<file path="src/rtl/mem_arbiter.sv">
// mem_arbiter: shares one single-port synchronous memory between the instruction-fetch
// port and the data (load/store) port. Accesses are serialised through an
// IDLE/ACCESS/DONE state machine; each access ends with a one-cycle ack carrying
// registered read data.
// Optional feature: define MEM_ARB_ROUND_ROBIN_EN for round-robin arbitration;
// otherwise data has fixed priority over inst.
module mem_arbiter #(
  parameter int unsigned ADDR_WIDTH  = 32,
  parameter int unsigned DATA_WIDTH  = 32,
  parameter int unsigned MEM_LATENCY = 1
) (
  input  logic                  clk,
  input  logic                  rst_n,
  input  logic                  inst_req,
  input  logic [ADDR_WIDTH-1:0] inst_addr,
  output logic                  inst_ack,
  output logic [DATA_WIDTH-1:0] inst_rdata,
  input  logic                  data_req,
  input  logic                  data_wen,
  input  logic [ADDR_WIDTH-1:0] data_addr,
  input  logic [DATA_WIDTH-1:0] data_wdata,
  output logic                  data_ack,
  output logic [DATA_WIDTH-1:0] data_rdata,
  output logic                  mem_cs,
  output logic                  mem_we,
  output logic [ADDR_WIDTH-1:0] mem_addr,
  output logic [DATA_WIDTH-1:0] mem_wdata,
  input  logic [DATA_WIDTH-1:0] mem_rdata,
  output logic                  busy
);

  typedef enum logic [1:0] {StIdle, StAccess, StDone} state_e;

  // Counter preload: ACCESS lasts MEM_LATENCY cycles, the last one with cnt == 0.
  localparam logic [3:0] CntInit = 4'(MEM_LATENCY - 1);

  state_e                state_q, state_d;
  logic [3:0]            cnt_q, cnt_d;
  logic                  win_data_q, win_data_d;  // 1 = current access belongs to data port
  logic                  mem_cs_q, mem_cs_d;
  logic                  mem_we_q, mem_we_d;
  logic [ADDR_WIDTH-1:0] mem_addr_q, mem_addr_d;
  logic [DATA_WIDTH-1:0] mem_wdata_q, mem_wdata_d;
  logic [DATA_WIDTH-1:0] inst_rdata_q, inst_rdata_d;
  logic [DATA_WIDTH-1:0] data_rdata_q, data_rdata_d;
  logic                  grant_data;

`ifdef MEM_ARB_ROUND_ROBIN_EN
  logic last_data_q, last_data_d;  // 1 = data was served last

  // Round-robin grant: a lone request wins; on collision the one not served last wins.
  always_comb begin
    grant_data = data_req & (~inst_req | ~last_data_q);
  end

  // Last-served pointer; resets to "inst last served" so data wins the first collision.
  always_ff @(posedge clk) begin
    if (!rst_n) begin
      last_data_q <= 1'b0;
    end else begin
      last_data_q <= last_data_d;
    end
  end

  // Pointer follows every grant taken in IDLE.
  always_comb begin
    last_data_d = last_data_q;
    if (state_q == StIdle && (inst_req || data_req)) begin
      last_data_d = grant_data;
    end
  end
`else
  // Fixed priority grant: data always beats inst.
  always_comb begin
    grant_data = data_req;
  end
`endif

  // State and datapath registers with synchronous active-low reset.
  always_ff @(posedge clk) begin
    if (!rst_n) begin
      state_q      <= StIdle;
      cnt_q        <= 4'd0;
      win_data_q   <= 1'b0;
      mem_cs_q     <= 1'b0;
      mem_we_q     <= 1'b0;
      mem_addr_q   <= '0;
      mem_wdata_q  <= '0;
      inst_rdata_q <= '0;
      data_rdata_q <= '0;
    end else begin
      state_q      <= state_d;
      cnt_q        <= cnt_d;
      win_data_q   <= win_data_d;
      mem_cs_q     <= mem_cs_d;
      mem_we_q     <= mem_we_d;
      mem_addr_q   <= mem_addr_d;
      mem_wdata_q  <= mem_wdata_d;
      inst_rdata_q <= inst_rdata_d;
      data_rdata_q <= data_rdata_d;
    end
  end

  // Next-state logic: launch in IDLE, count latency in ACCESS, ack in DONE.
  always_comb begin
    state_d      = state_q;
    cnt_d        = cnt_q;
    win_data_d   = win_data_q;
    mem_cs_d     = mem_cs_q;
    mem_we_d     = mem_we_q;
    mem_addr_d   = mem_addr_q;
    mem_wdata_d  = mem_wdata_q;
    inst_rdata_d = inst_rdata_q;
    data_rdata_d = data_rdata_q;

    unique case (state_q)
      StIdle: begin
        if (inst_req || data_req) begin
          win_data_d = grant_data;
          mem_cs_d   = 1'b1;
          cnt_d      = CntInit;
          state_d    = StAccess;
          if (grant_data) begin
            mem_we_d    = data_wen;
            mem_addr_d  = data_addr;
            mem_wdata_d = data_wdata;
          end else begin
            // Fetches never write; the write-data bus simply keeps its last value.
            mem_we_d   = 1'b0;
            mem_addr_d = inst_addr;
          end
        end
      end
      StAccess: begin
        if (cnt_q != 4'd0) begin
          cnt_d = cnt_q - 4'd1;
        end else begin
          if (!mem_we_q) begin
            if (win_data_q) begin
              data_rdata_d = mem_rdata;
            end else begin
              inst_rdata_d = mem_rdata;
            end
          end
          mem_cs_d = 1'b0;
          mem_we_d = 1'b0;
          state_d  = StDone;
        end
      end
      StDone: begin
        state_d = StIdle;
      end
      default: begin
        state_d = StIdle;
      end
    endcase
  end

  // Outputs: acks are decoded from DONE so a reset edge removes them immediately.
  always_comb begin
    inst_ack   = (state_q == StDone) && !win_data_q;
    data_ack   = (state_q == StDone) && win_data_q;
    busy       = (state_q != StIdle);
    mem_cs     = mem_cs_q;
    mem_we     = mem_we_q;
    mem_addr   = mem_addr_q;
    mem_wdata  = mem_wdata_q;
    inst_rdata = inst_rdata_q;
    data_rdata = data_rdata_q;
  end

endmodule
</file>
<file path="config.mk">
export PLATFORM = sky130hd
export DESIGN_NAME = mem_arbiter
export DESIGN_NICKNAME = d
export VERILOG_FILES = /design/src/rtl/mem_arbiter.sv
export SDC_FILE = /design/constraint.sdc
export NUM_CORES = 1
export LEC_CHECK = 0
export ABC_AREA = 1
export BUFFER_PORTS_ARGS = -buffer_cell sky130_fd_sc_hd__buf_2
export CAP_MARGIN = 15
export CORE_MARGIN = 2
export CORE_UTILIZATION = 40
export CTS_CLUSTER_SIZE = 30
export DETAILED_ROUTE_END_ITERATION = 8
export GPL_ROUTABILITY_DRIVEN = 1
export GPL_TIMING_DRIVEN = 0
export PLACE_DENSITY = 0.74
export SETUP_SLACK_MARGIN = 0.4
export SLEW_MARGIN = 20
export SYNTH_ARGS = -nofsm -noshare
export SYNTH_HDL_FRONTEND = slang
export SYNTH_SLANG_ARGS = --single-unit
</file>
<file path="constraint.sdc">
create_clock -name clk -period 1.25 [get_ports clk]
set_clock_uncertainty 0.05 [all_clocks]
set_input_delay 0.3125 -clock clk [delete_from_list [all_inputs] [get_ports clk]]
set_output_delay 0.3125 -clock clk [all_outputs]
set_load 0.05 [all_outputs]
</file>
# Word level (Yosys, flattened, before mapping)
# Cells that the tools add are included.
# classes
mux,13
n_bitwise,3
n_reduce_logical,15
n_addsub,1
eq_ne,5
# ops
cell,n
32-bit 2-to-1 mux,1
3-bit AND reduction,3
4-bit 2-to-1 mux,2
4-bit case mux with 2 select lines,1
4-bit AND reduction,2
"2-bit inequality test, second input constant",3
1-bit 2-to-1 mux,4
2-bit 2-to-1 mux,2
1-bit case mux with 2 select lines,2
2-bit case mux with 2 select lines,1
2-bit AND reduction,2
2-bit nonzero test,2
4-bit nonzero test,1
"4-bit by 1-bit subtractor with 4-bit output, second input constant",1
1-bit NOT,3
"2-bit by 1-bit equality test with 1-bit output, second input constant",1
"2-bit equality test, second input constant",1
1-bit logical AND,2
2-bit logical NOT,1
1-bit logical NOT,1
1-bit logical OR,1
# word_totals
register_bits,137

# Longest topological paths before layout
# logic_depth
ltp_word,3
ltp_mapped,8

# Worst setup path after synthesis
# No wires, ideal clock.
# synth_path
kind,register -> output
from,reg win_data_q
to,out data_ack
path_stages_with_launch,3
n_path_buf,0
path_slack_ps,-648
t_arrival_ps,1536
cell_sequence,dfxtp_1 > inv_1 > nor3_1
# synth_between
elab_chain_len,1
# synth_rtl
element,line,rtl
"start, declared",39,"logic win_data_q, win_data_d;"
"start signal, assigned",94,win_data_q <= win_data_d;
1-bit logical AND,162,data_ack = (state_q == StDone) && win_data_q;
"end, declared",22,"output logic data_ack,"
# No other way between the ends.

# Worst setup path in the final report
# layout_path
from,reg cnt_q[3]
to,reg inst_rdata_q[19] (netlist: inst_rdata[19])
# layout_between
elab_chain_len,3
# layout_rtl
element,line,rtl
"start, declared",38,"logic [3:0] cnt_q, cnt_d;"
"start signal, assigned",93,cnt_q <= cnt_d;
4-bit nonzero test,135,if (cnt_q != 4'd0) begin
1-bit NOT (no source line),n/a,
4-bit AND reduction (no source line),n/a,
"end signal, assigned",99,inst_rdata_q <= inst_rdata_d;
"end, declared",44,"logic [DATA_WIDTH-1:0] inst_rdata_q, inst_rdata_d;"
# No other way between the ends.
# A chain may end at the register's enable or synchronous reset.

==> impl_metrics.ini <==
[run_status]
status = finished, violations left
violations = setup timing

[sta]
relSlewSlack_pct = 51.3
tightest_slew_ps = 730
setup_ws_ps = -352
fin_tns_setup_ps = -27510
setup-violations-final = 247
max_freq_mhz = 624
timing.final.crit_period_ps = 1600
fin_crit_sh_pct = 128
hold_viol_final = 0
rsz0062_at_grt = true
finalMaxSlewViolations = 0

[worst_setup_path]
endpoint_kind = flop
path_class = flop to flop
worstPathMaxFanout = 6
worstPathArrival_ps = 1900
crit_path_start_kind = flop
required_ps = 1550

[yosys]
ys_seq_area_share_pct = 51.2
ys_warn_count = 0
avgSynthCellArea_um2 = 7.75
synth_area_mm2 = 0.00535
netlist_instances = 691
synth_cell_type_count = 22
syn-num-nets = 826
synth_seq_cells = 137

[final_layout]
n_antenna_cell = 0
nets = 1169
drive_gt1_share_pct = 66.6
instances_no_fill = 1223
syn_to_final_growth_pct = 97.2
final_cell_area_mm2 = 0.0106
fin_util_pct = 80.4
nFillCells = 760

[global_route]
grt_pass1_wl_um = 27300
grt_max_degree = 17
antenna_found_initial = 0
grt_pass1_vias = 5572
grt_usage_pct = 24.1
grt_overflow = 0

[routing]
routed-via-count = 6537
drtAntennaViolNets = 0
drc = 0
wl_per_cell_um = 18.8
drt_pre_antenna_iters = 5
drt_wl_total_um = 23000
drt_first_iter_violations = 458
via_per_inst = 5.35

[place]
post-place-ws_ps = -399
port-buffer-count = 265
place.gp.congestion = 0.826
dpl.cell_count = 1132
dp_hpwl_um = 12500
dpl_cell_area_mm2 = 0.00725

[pwr]
combPwrFrac_pct = 47.6
sw_frac_of_total_pct = 41.1
switchingPower_w = 0.00884
clkPwrFrac_pct = 24.0
p_leak_nw = 4.67
p_int_w = 0.0127
power.density_mw_per_mm2 = 2040
p_seq_share_pct = 28.4
vdd_drop_max_uv = 1290

[floorplan]
die_h_um = 120
std_cell_rows = 42
fp.coreArea_mm2 = 0.0131
die_area_mm2 = 0.0143
num_io_pins = 266
floorplan.die.width_um = 120
initial_core_util_pct = 40.8

[cts]
clock_latency_ps = 420
clk_pin_slew_ps = 70
clkSinkCount = 137
cts_tree = yes
cts-root-buf = clkbuf_16
cts_max_level = 4
cts_hold_buf = 0
numCtsBuffers = 17
clockBufferDepth = 2

[run]
cap_violations = 0

[min_path]
hold_path_class = input pin to flop
[sequential cells by signal, summed over array words and instances, names as in the netlist]
| signal | cells |
|---|---|
| cnt_q | 4 |
| data_rdata | 32 |
| inst_rdata | 32 |
| mem_addr | 32 |
| mem_cs | 1 |
| mem_wdata | 32 |
| mem_we | 1 |
| state_q | 2 |
| win_data_q | 1 |
[repair_timing]
action                     in CTS  in global routing
buffers inserted                6                 41
setup endpoints to repair     270                270
pin swaps                       4                 52
gates resized for setup       172                583
cloned                          0                 12
[worst paths after layout]
kind / endpoint / startpoint / depth (start not counted) / slack (ps)
max: inst_rdata[19]$_SDFFE_PN0P_ / cnt_q[3]$_SDFFE_PN0P_ / 7 / -350
min: mem_wdata[17]$_SDFFE_PN0P_ / data_wdata[17] / 3 / 80
max reg2reg: inst_rdata[19]$_SDFFE_PN0P_ / cnt_q[3]$_SDFFE_PN0P_ / 7 / -350
min reg2reg: cnt_q[0]$_SDFFE_PN0P_ / cnt_q[0]$_SDFFE_PN0P_ / 1 / 380
[layout by cell type, fill, tap and decap left out, drive strengths merged]
cell	count
buf	353
nor2	200
dfxtp	137
clkinv	5
bufinv	2
o21ai	129
a21oi	7
clkbuf	41
ha	2
nor3	67
nand2	14
clkinvlp	2
nand3	8
a211oi	32
inv	47
or2	1
[synthesized netlist by cell type (all sizes together)]
library cell	number	area [µm²]
nor3	67	335
clkbuf	24	90.1
inv	42	158
a211oi	32	240
buf	28	178
or2	1	6.26
nand2	14	57.6
a21oi	7	35.0
dfxtp	137	2740
o21ai	129	646
nand3	8	65.1
nor2	200	776
ha	2	25.0
[worst max-delay path, stage by stage, from the launching register on]
cell,delay (ps)
dfxtp_1,360
nor2_4,240
nand3_4,170
nor2_4,160
buf_6,160
buf_6,140
o21ai_2,70
nor2_1,180
[kinds of logic after synthesis]
logic type               share of synthesized area (%)
AND/OR/NAND/NOR                                   23.2
flip-flops                                        51.2
buffers and inverters                             7.95
adder cells (fa/ha/maj)                          0.467
AO/OA/AOI/OAI                                     17.2
[area by class of cell]
type	instances	area, µm²	area share, %
clock inverter	14	161	1.53
multi-input combinational	460	2970	28.2
clock buffer	18	439	4.16
inverter	42	175	1.66
sequential	137	2950	28.0
buffer	52	467	4.42
timing repair buffer	324	3170	30.0
tap	176	220	2.09
[layer usage]
| layer | wire length, µm | vias up | GRT usage [%] |
|---|---|---|---|
| met1 | 8180 | 3092 | 27.6 |
| met4 | 1070 | 0 | 8.31 |
| li1 | - | 2988 | - |
| met3 | 1820 | 89 | 7.70 |
| met5 | 0 | - | 0 |
| met2 | 12000 | 368 | 42.4 |
[power by group through the flow]
| stage | combinational (W) | clock (W) | sequential, W |
|---|---|---|---|
| after floorplan | 0.00247 | 0 | 0.00817 |
| after global placement | 0.00649 | 0 | 0.00571 |
| after detailed placement | 0.00655 | 0 | 0.00573 |
| after CTS | 0.00719 | 0.00514 | 0.00580 |
| after global routing | 0.0107 | 0.00539 | 0.00617 |
| final | 0.0102 | 0.00516 | 0.00611 |
[stage by stage]
step / power [W] / hold slack, ps
after floorplan: 0.0106 / 363
after global placement: 0.0122 / 373
after detailed placement: 0.0123 / 376
after CTS: 0.0181 / 71.3
after global routing: 0.0222 / 78.6
final: 0.0215 / 76.9
Power figures use the tool's default switching activity.
